===== config.mk =====
export PLATFORM = sky130hd
export DESIGN_NAME = mul_share_ctrl
export DESIGN_NICKNAME = d
export VERILOG_FILES = /design/src/rtl/mul_share_ctrl.sv
export SDC_FILE = /design/constraint.sdc
export NUM_CORES = 1
export LEC_CHECK = 0
export CAP_MARGIN = 20
export CORE_MARGIN = 4
export CORE_UTILIZATION = 57
export DETAILED_ROUTE_END_ITERATION = 16
export DONT_BUFFER_PORTS = 1
export PLACE_DENSITY = 0.75
export SLEW_MARGIN = 20
export SYNTH_ARGS = -nofsm -noshare
export SYNTH_HDL_FRONTEND = slang
export SYNTH_SLANG_ARGS = --single-unit

===== constraint.sdc =====
create_clock -name clk -period 1.4 [get_ports clk]
set_input_delay 0.21 -clock clk [delete_from_list [all_inputs] [get_ports clk]]
set_output_delay 0.21 -clock clk [all_outputs]
set_load 0.01 [all_outputs]

===== src/rtl/mul_share_ctrl.sv =====
// Round-robin sequencer for one shared combinational array multiplier.
// Operands are registered, held SETTLE cycles as a multicycle path, then the product is captured.
module mul_share_ctrl #(
  parameter int N      = 32,
  parameter int SETTLE = 2    // legal range 1..15 (counter is 4 bits)
) (
  input  logic         clk,
  input  logic         reset,
  input  logic         req0_valid,
  output logic         req0_ready,
  input  logic [N-1:0] req0_a,
  input  logic [N-1:0] req0_b,
  input  logic         req1_valid,
  output logic         req1_ready,
  input  logic [N-1:0] req1_a,
  input  logic [N-1:0] req1_b,
  output logic [N-1:0] mul_a,
  output logic [N-1:0] mul_b,
  input  logic [N-1:0] mul_z,
  output logic         rsp_valid,
  input  logic         rsp_ready,
  output logic [N-1:0] rsp_z,
  output logic         rsp_id,
  output logic         busy,
  output logic [1:0]   state_dbg
);

  // Handshakes: a transfer occurs at a rising edge where valid and ready are both high;
  // valid may drop before ready is seen, and ready never depends on a registered valid.
  typedef enum logic [1:0] {
    IDLE = 2'd0,
    WAIT = 2'd1,
    DONE = 2'd2
  } state_t;

  state_t     state;
  logic       rr;
  logic       op_id;
  logic [3:0] cnt;
  logic       grant0;
  logic       grant1;

  always_comb begin
    grant0 = 1'b0;
    grant1 = 1'b0;
    if (state == IDLE) begin
      grant0 = req0_valid && (!req1_valid || !rr);
      grant1 = req1_valid && (!req0_valid || rr);
    end
  end

  assign req0_ready = grant0;
  assign req1_ready = grant1;
  assign busy       = (state != IDLE);
  assign state_dbg  = state;

  always_ff @(posedge clk) begin
    if (reset) begin
      state     <= IDLE;
      rr        <= 1'b0;
      op_id     <= 1'b0;
      cnt       <= 4'd0;
      mul_a     <= '0;
      mul_b     <= '0;
      rsp_valid <= 1'b0;
      rsp_z     <= '0;
      rsp_id    <= 1'b0;
    end else begin
      case (state)
        IDLE: begin
          if (grant0 || grant1) begin
            mul_a <= grant1 ? req1_a : req0_a;
            mul_b <= grant1 ? req1_b : req0_b;
            op_id <= grant1;
            rr    <= grant0;   // priority passes to the requester not just served
            cnt   <= 4'(SETTLE - 1);
            state <= WAIT;
          end
        end
        WAIT: begin
          if (cnt == 4'd0) begin
            rsp_z     <= mul_z;
            rsp_id    <= op_id;
            rsp_valid <= 1'b1;
            state     <= DONE;
          end else begin
            cnt <= cnt - 4'd1;
          end
        end
        DONE: begin
          if (rsp_ready) begin
            rsp_valid <= 1'b0;
            state     <= IDLE;
          end
        end
        default: state <= IDLE;
      endcase
    end
  end

endmodule


# Word-level counts from Yosys, hierarchy flattened
# Index checks and enable logic that the tools add are counted.
# word_totals
input_bits	165
mem_count	0
latch_bits	0
out_inout_bits	103
ram_bits	0
romBits	0
ff_bits	106
wordCells	48
# op_classes
n_bitwise	0
add_sub_neg	1
mux	14
n_reduce_logical	18
magnitude_cmp	0
div	0
n_mul	0
eq_ne	6
shift	0
# ops
operator	count
$mux W32	2
$reduce_and A3 Y1	3
$mux W4	2
$pmux W4 S2	1
$mux W2	3
$ne A2 B2 Y1 const B	3
$pmux W2 S3	1
$reduce_bool A2 Y1	3
$logic_not A4 Y1	1
$mux W1	4
$reduce_and A2 Y1	2
$sub A4 B1 Y4 const B	1
$logic_not A1 Y1	3
$logic_or A1 B1 Y1	3
$eq A2 B1 Y1 const B	1
$eq A2 B2 Y1 const B	1
$logic_and A1 B1 Y1	2
$logic_not A2 Y1	1
$ne A2 B1 Y1 const B	1
$pmux W1 S2	1

# Depth between registers and ports, before layout
# depth
depth_word	7
depth_mapped	7
ltp_nobuf	5

# Least setup slack after synthesis
# No wires, ideal clock.
# synth_timing
kind	register -> register
start	register cnt[0]
end	register rsp_z[1]
period_less_slack_ps	1539
path_stages_with_launch	8
required_time_ps	1266
setup_time_ps	134
slack_ps	-139
path_buffers	2
arrival_time_ps	1406
path_cell_list	dfxtp_1 inv_1 ha_1 or3b_1 clkbuf_1 clkbuf_1 o21ai_0 a21oi_1
# synth_between
elab_chain_cells	2
# synth_lines
item	line_no	text
from (decl)	39	logic [3:0] cnt;
from (signal assigned)	76	cnt <= 4'(SETTLE - 1);
from (signal assigned)	87	cnt <= cnt - 4'd1;
$logic_not A4 Y1	81	if (cnt == 4'd0) begin
$reduce_and A2 Y1 (no line)	-	
to (signal assigned)	82	rsp_z <= mul_z;
to (decl)	22	output logic [N-1:0] rsp_z,
# Every way passes these cells.
# A chain may end at the register's enable or synchronous reset.

# Worst setup path in the final report
# layout_timing
start	register state[1] (netlist: state_dbg[1])
end	register mul_a[18]
# layout_between
elab_chain_cells	4
word_cells_on_any_way	6
cone_classes	mux (3); reduce/logical (3)
# layout_lines
item	line_no	text
from (decl)	36	state_t state;
from (signal assigned)	59	state <= IDLE;
from (signal assigned)	77	state <= WAIT;
from (signal assigned)	85	state <= DONE;
$logic_not A2 Y1 (*)	46, 69	
$mux W1	46	if (state == IDLE) begin
$logic_or A1 B1 Y1	71	if (grant0 || grant1) begin
$reduce_and A2 Y1 (no line)	-	
to (signal assigned)	72	mul_a <= grant1 ? req1_a : req0_a;
to (decl)	17	output logic [N-1:0] mul_a,
# Every way passes the cells marked *; elsewhere a longest branch is shown, timed or not.

==> impl_metrics.sql <==
INSERT INTO impl_metrics (metric_group, metric, value, unit) VALUES
('logic_synthesis', 'synth_ff_type', 'sky130_fd_sc_hd__dfxtp_1', ''),
('setup_path', 'critical_path.slowest_cell', 'sky130_fd_sc_hd__nor4_1', ''),
('power', 'switchingPower', '4.86', 'mW'),
('sta', 'setup-violations-final', '109', ''),
('power', 'cellPowerDensity', '1440', 'mW/mm2'),
('sta', 'slew-limit-headroom', '0.571', ''),
('setup_path', 'worstSetupEndpointType', 'flop', ''),
('clocking', 'htreeDepth', '3', ''),
('global_route', 'grt_util_all_layers', '0.333', ''),
('sta', 'finalWorstSetupSlack', '-0.511', 'ns'),
('route', 'finalWirelength', '26.6', 'mm'),
('sta', 'whs', '-0.103', 'ns'),
('min_path', 'worst_hold_path_type', 'primary input to flop', ''),
('logic_synthesis', 'synthesis.yosys.warnings', '0', ''),
('setup_path', 'cp_top_family', 'buffers and inverters', ''),
('cells_and_area', 'post_route_cells_drive_above_1_share', '0.500', ''),
('power', 'overall_power_consumption', '11.8', 'mW'),
('cells_and_area', 'post-route-util', '0.935', ''),
('logic_synthesis', 'postSynth.asyncResetShare', '0', ''),
('setup_path', 'crit_buf_inv', '5', ''),
('sta', 'period_minus_slack', '1.91', 'ns'),
('logic_synthesis', 'yosys.cell_types.count', '37', ''),
('sta', 'final_max_slew_viol_count', '0', ''),
('clocking', 'cts.reportedPaths.clkPinSlew', '0.11', 'ns'),
('logic_synthesis', 'yosysSeqAreaShare', '0.412', ''),
('setup_path', 'critPathArrivalTime', '2.14', 'ns'),
('power', 'clkPwrFrac', '0.175', ''),
('place', 'placed_cells_incl_taps', '646', ''),
('cells_and_area', 'final_net_count', '762', ''),
('logic_synthesis', 'postSynthNetCount', '765', ''),
('logic_synthesis', 'syn_area_per_cell', '8.62', 'um2'),
('logic_synthesis', 'synth-compound-area-share', '0.255', ''),
('clocking', 'clock_path_buffers', '2', ''),
('setup_path', 'criticalPathCategory', 'flop to flop', ''),
('place', 'detailedPlacementHpwl', '10.3', 'mm'),
('power', 'maximum_resistive_drop_on_vdd', '0.000851', 'V'),
('route', 'drt-initial-drc-count', '567', ''),
('job', 'max_cap_violations', '0', ''),
('route', 'drc_errors', '0', ''),
('global_route', 'antenna_found_initial', '0', ''),
('global_route', 'first_global_vias', '5151', ''),
('logic_synthesis', 'synth_seq_cells', '106', ''),
('outcome', 'run_status', 'complete, but fails checks', ''),
('clocking', 'tritoncts', 'built', ''),
('outcome', 'failed_checks', 'negative hold slack, negative setup slack', ''),
('logic_synthesis', 'synth_top_cells_by_count', 'sky130_fd_sc_hd__dfxtp_1 (106), sky130_fd_sc_hd__a21oi_1 (100), sky130_fd_sc_hd__a2111oi_0 (64), sky130_fd_sc_hd__nor4_1 (64), sky130_fd_sc_hd__nor4b_1 (64)', ''),
('sta', 'fin_worst_skew', '0.0121', 'ns'),
('sta', 'timing_hold_violations_final', '75', ''),
('place', 'pre_cts_ws', '-0.101', 'ns'),
('floorplan', 'num_rows', '34', ''),
('logic_synthesis', 'number_of_enable_flip_flop_cells_after_synthesis', '0', ''),
('route', 'drt-vias-per-instance', '8.63', ''),
('logic_synthesis', 'post_synthesis_share_of_cell_area_spent_on_xor_and_xnor_gates', '0', ''),
('floorplan', 'initial_core_util', '0.588', ''),
('floorplan', 'die_h', '103', 'um'),
('clocking', 'cts.root.buffer_cell', 'sky130_fd_sc_hd__clkbuf_8', ''),
('sta', 'share_of_the_clock_period_used_by_the_worst_path', '1.37', ''),
('cells_and_area', 'flow.area_growth_from_synthesis', '59.0', '%'),
('global_route', 'largest_net_degree_at_the_start_of_global_routing', '133', ''),
('logic_synthesis', 'synthAdderAreaFrac', '0.00486', ''),
('logic_synthesis', 'summed_instance_area_of_the_synthesized_netlist', '0.00515', 'mm2'),
('power', 'seq_power_share', '0.350', ''),
('floorplan', 'design.core.area', '0.00876', 'mm2'),
('clocking', 'clkLatencyLatePin', '0.38', 'ns'),
('logic_synthesis', 'largest_family_of_logic_cells_by_synthesized_area', 'compound AO/OA/AOI/OAI gates', ''),
('power', 'power.switching_fraction', '0.413', ''),
('route', 'detail_route.wl_per_cell', '37.5', 'um'),
('global_route', 'globalRoute.totalOverflow', '0', ''),
('floorplan', 'design.die.area', '0.0106', 'mm2'),
('sta', 'rsz0062_at_grt', 'yes', ''),
('sta', 'maximum_clock_frequency', '0.523', 'GHz');
sequential cells by signal, indices dropped and copies added (netlist names):
name / count
cnt: 4
mul_a: 32
mul_b: 32
op_id: 1
rr: 1
rsp_id: 1
rsp_valid: 1
rsp_z: 32
state_dbg: 2
cell usage in the layout (no fill, tap or decap), types with 2 or more instances in the layout:
cell type and instances:
sky130_fd_sc_hd__or4_4 2, sky130_fd_sc_hd__buf_4 22, sky130_fd_sc_hd__inv_6 3, sky130_fd_sc_hd__a21oi_2 17, sky130_fd_sc_hd__buf_16 11, sky130_fd_sc_hd__clkbuf_16 11
sky130_fd_sc_hd__inv_1 2, sky130_fd_sc_hd__nor4b_4 11, sky130_fd_sc_hd__buf_6 11, sky130_fd_sc_hd__nand3_4 6, sky130_fd_sc_hd__nand3_1 15, sky130_fd_sc_hd__o21ai_4 7
sky130_fd_sc_hd__buf_12 15, sky130_fd_sc_hd__nor4_1 60, sky130_fd_sc_hd__or3_4 2, sky130_fd_sc_hd__o21ai_2 26, sky130_fd_sc_hd__a2111oi_1 10, sky130_fd_sc_hd__nor3b_4 2
sky130_fd_sc_hd__buf_8 5, sky130_fd_sc_hd__a31oi_1 2, sky130_fd_sc_hd__nand3_2 13, sky130_fd_sc_hd__dfxtp_1 101, sky130_fd_sc_hd__a21oi_1 83, sky130_fd_sc_hd__a2111oi_4 42
sky130_fd_sc_hd__clkinv_2 2, sky130_fd_sc_hd__nor2_1 4, sky130_fd_sc_hd__nor4b_1 13, sky130_fd_sc_hd__ha_4 2, sky130_fd_sc_hd__inv_2 3, sky130_fd_sc_hd__nor2_4 3
sky130_fd_sc_hd__nor4_2 4, sky130_fd_sc_hd__dfxtp_2 4, sky130_fd_sc_hd__a2111oi_2 12, sky130_fd_sc_hd__clkbuf_8 9, sky130_fd_sc_hd__nor4b_2 40
cell type report:
cell class	instances	area, um2
fillers	250	572
flip-flops and latches	106	2130
clock inverters	7	73.8
inverters	7	31.3
clock buffers	9	124
well taps	108	135
repair buffers	76	1270
multi-input cells	395	4420
worst register-to-register path, delay by kind of cell, from the launching register on:
kind / cells / cell delay [ns]
simple gates: 2 / 0.60
compound gates: 1 / 0.11
flops: 1 / 0.35
buf+inv: 5 / 0.69
worst paths after layout:
kind | cells after the start | from | endpoint | slack (ns)
min reg2reg | 2 | op_id$_SDFFE_PP0P_ | rsp_id$_SDFFE_PP0P_ | 0.51
min | 1 | reset | mul_a[24]$_SDFFE_PP0P_ | -0.10
max reg2reg | 8 | state_dbg[1]$_SDFFE_PP0P_ | mul_a[18]$_SDFFE_PP0P_ | -0.51
max | 8 | state_dbg[1]$_SDFFE_PP0P_ | mul_a[18]$_SDFFE_PP0P_ | -0.51
power by group through the flow:
stage          Combinational, mW  Clock (mW)  Sequential [mW]
6_report                    5.59        2.05             4.12
5_1_grt                     5.74        2.13             4.14
4_1_cts                     4.02        1.96             4.03
3_5_place_dp                2.28           0             4.08
3_3_place_gp                2.19           0             4.08
2_1_floorplan               1.79           0             3.96
logic make-up after synthesis:
kind of cell,after synthesis
buffers and inverters,97
adder cells (fa/ha/maj),2
AND/OR/NAND/NOR,185
AO/OA/AOI/OAI,208
flip-flops,106
per-stage QoR:
stage	TNS, ns	cell area (um2)
after global placement	-0.0620	5310
final	-26.79	8190
after detailed placement	-1.86	5310
after CTS	-5.06	6850
after floorplan	-1.06	5210
after global routing	-29.99	8190
metal layers:
layer	track usage	vias up	wire length, um
met5	0	-	0
met1	0.396	2920	8650
met2	0.559	610	12600
met3	0.105	179	3350
met4	0.126	0	1950
li1	-	2398	-
repair_timing:
action                     in CTS  in global routing
resized for setup             219                154
gates cloned                   13                 15
setup endpoints to repair      76                107
hold endpoints to repair      103                103
pin swaps                      23                 53
buffers inserted               19                  9
Note: power is estimated with default switching activity, not from simulation.
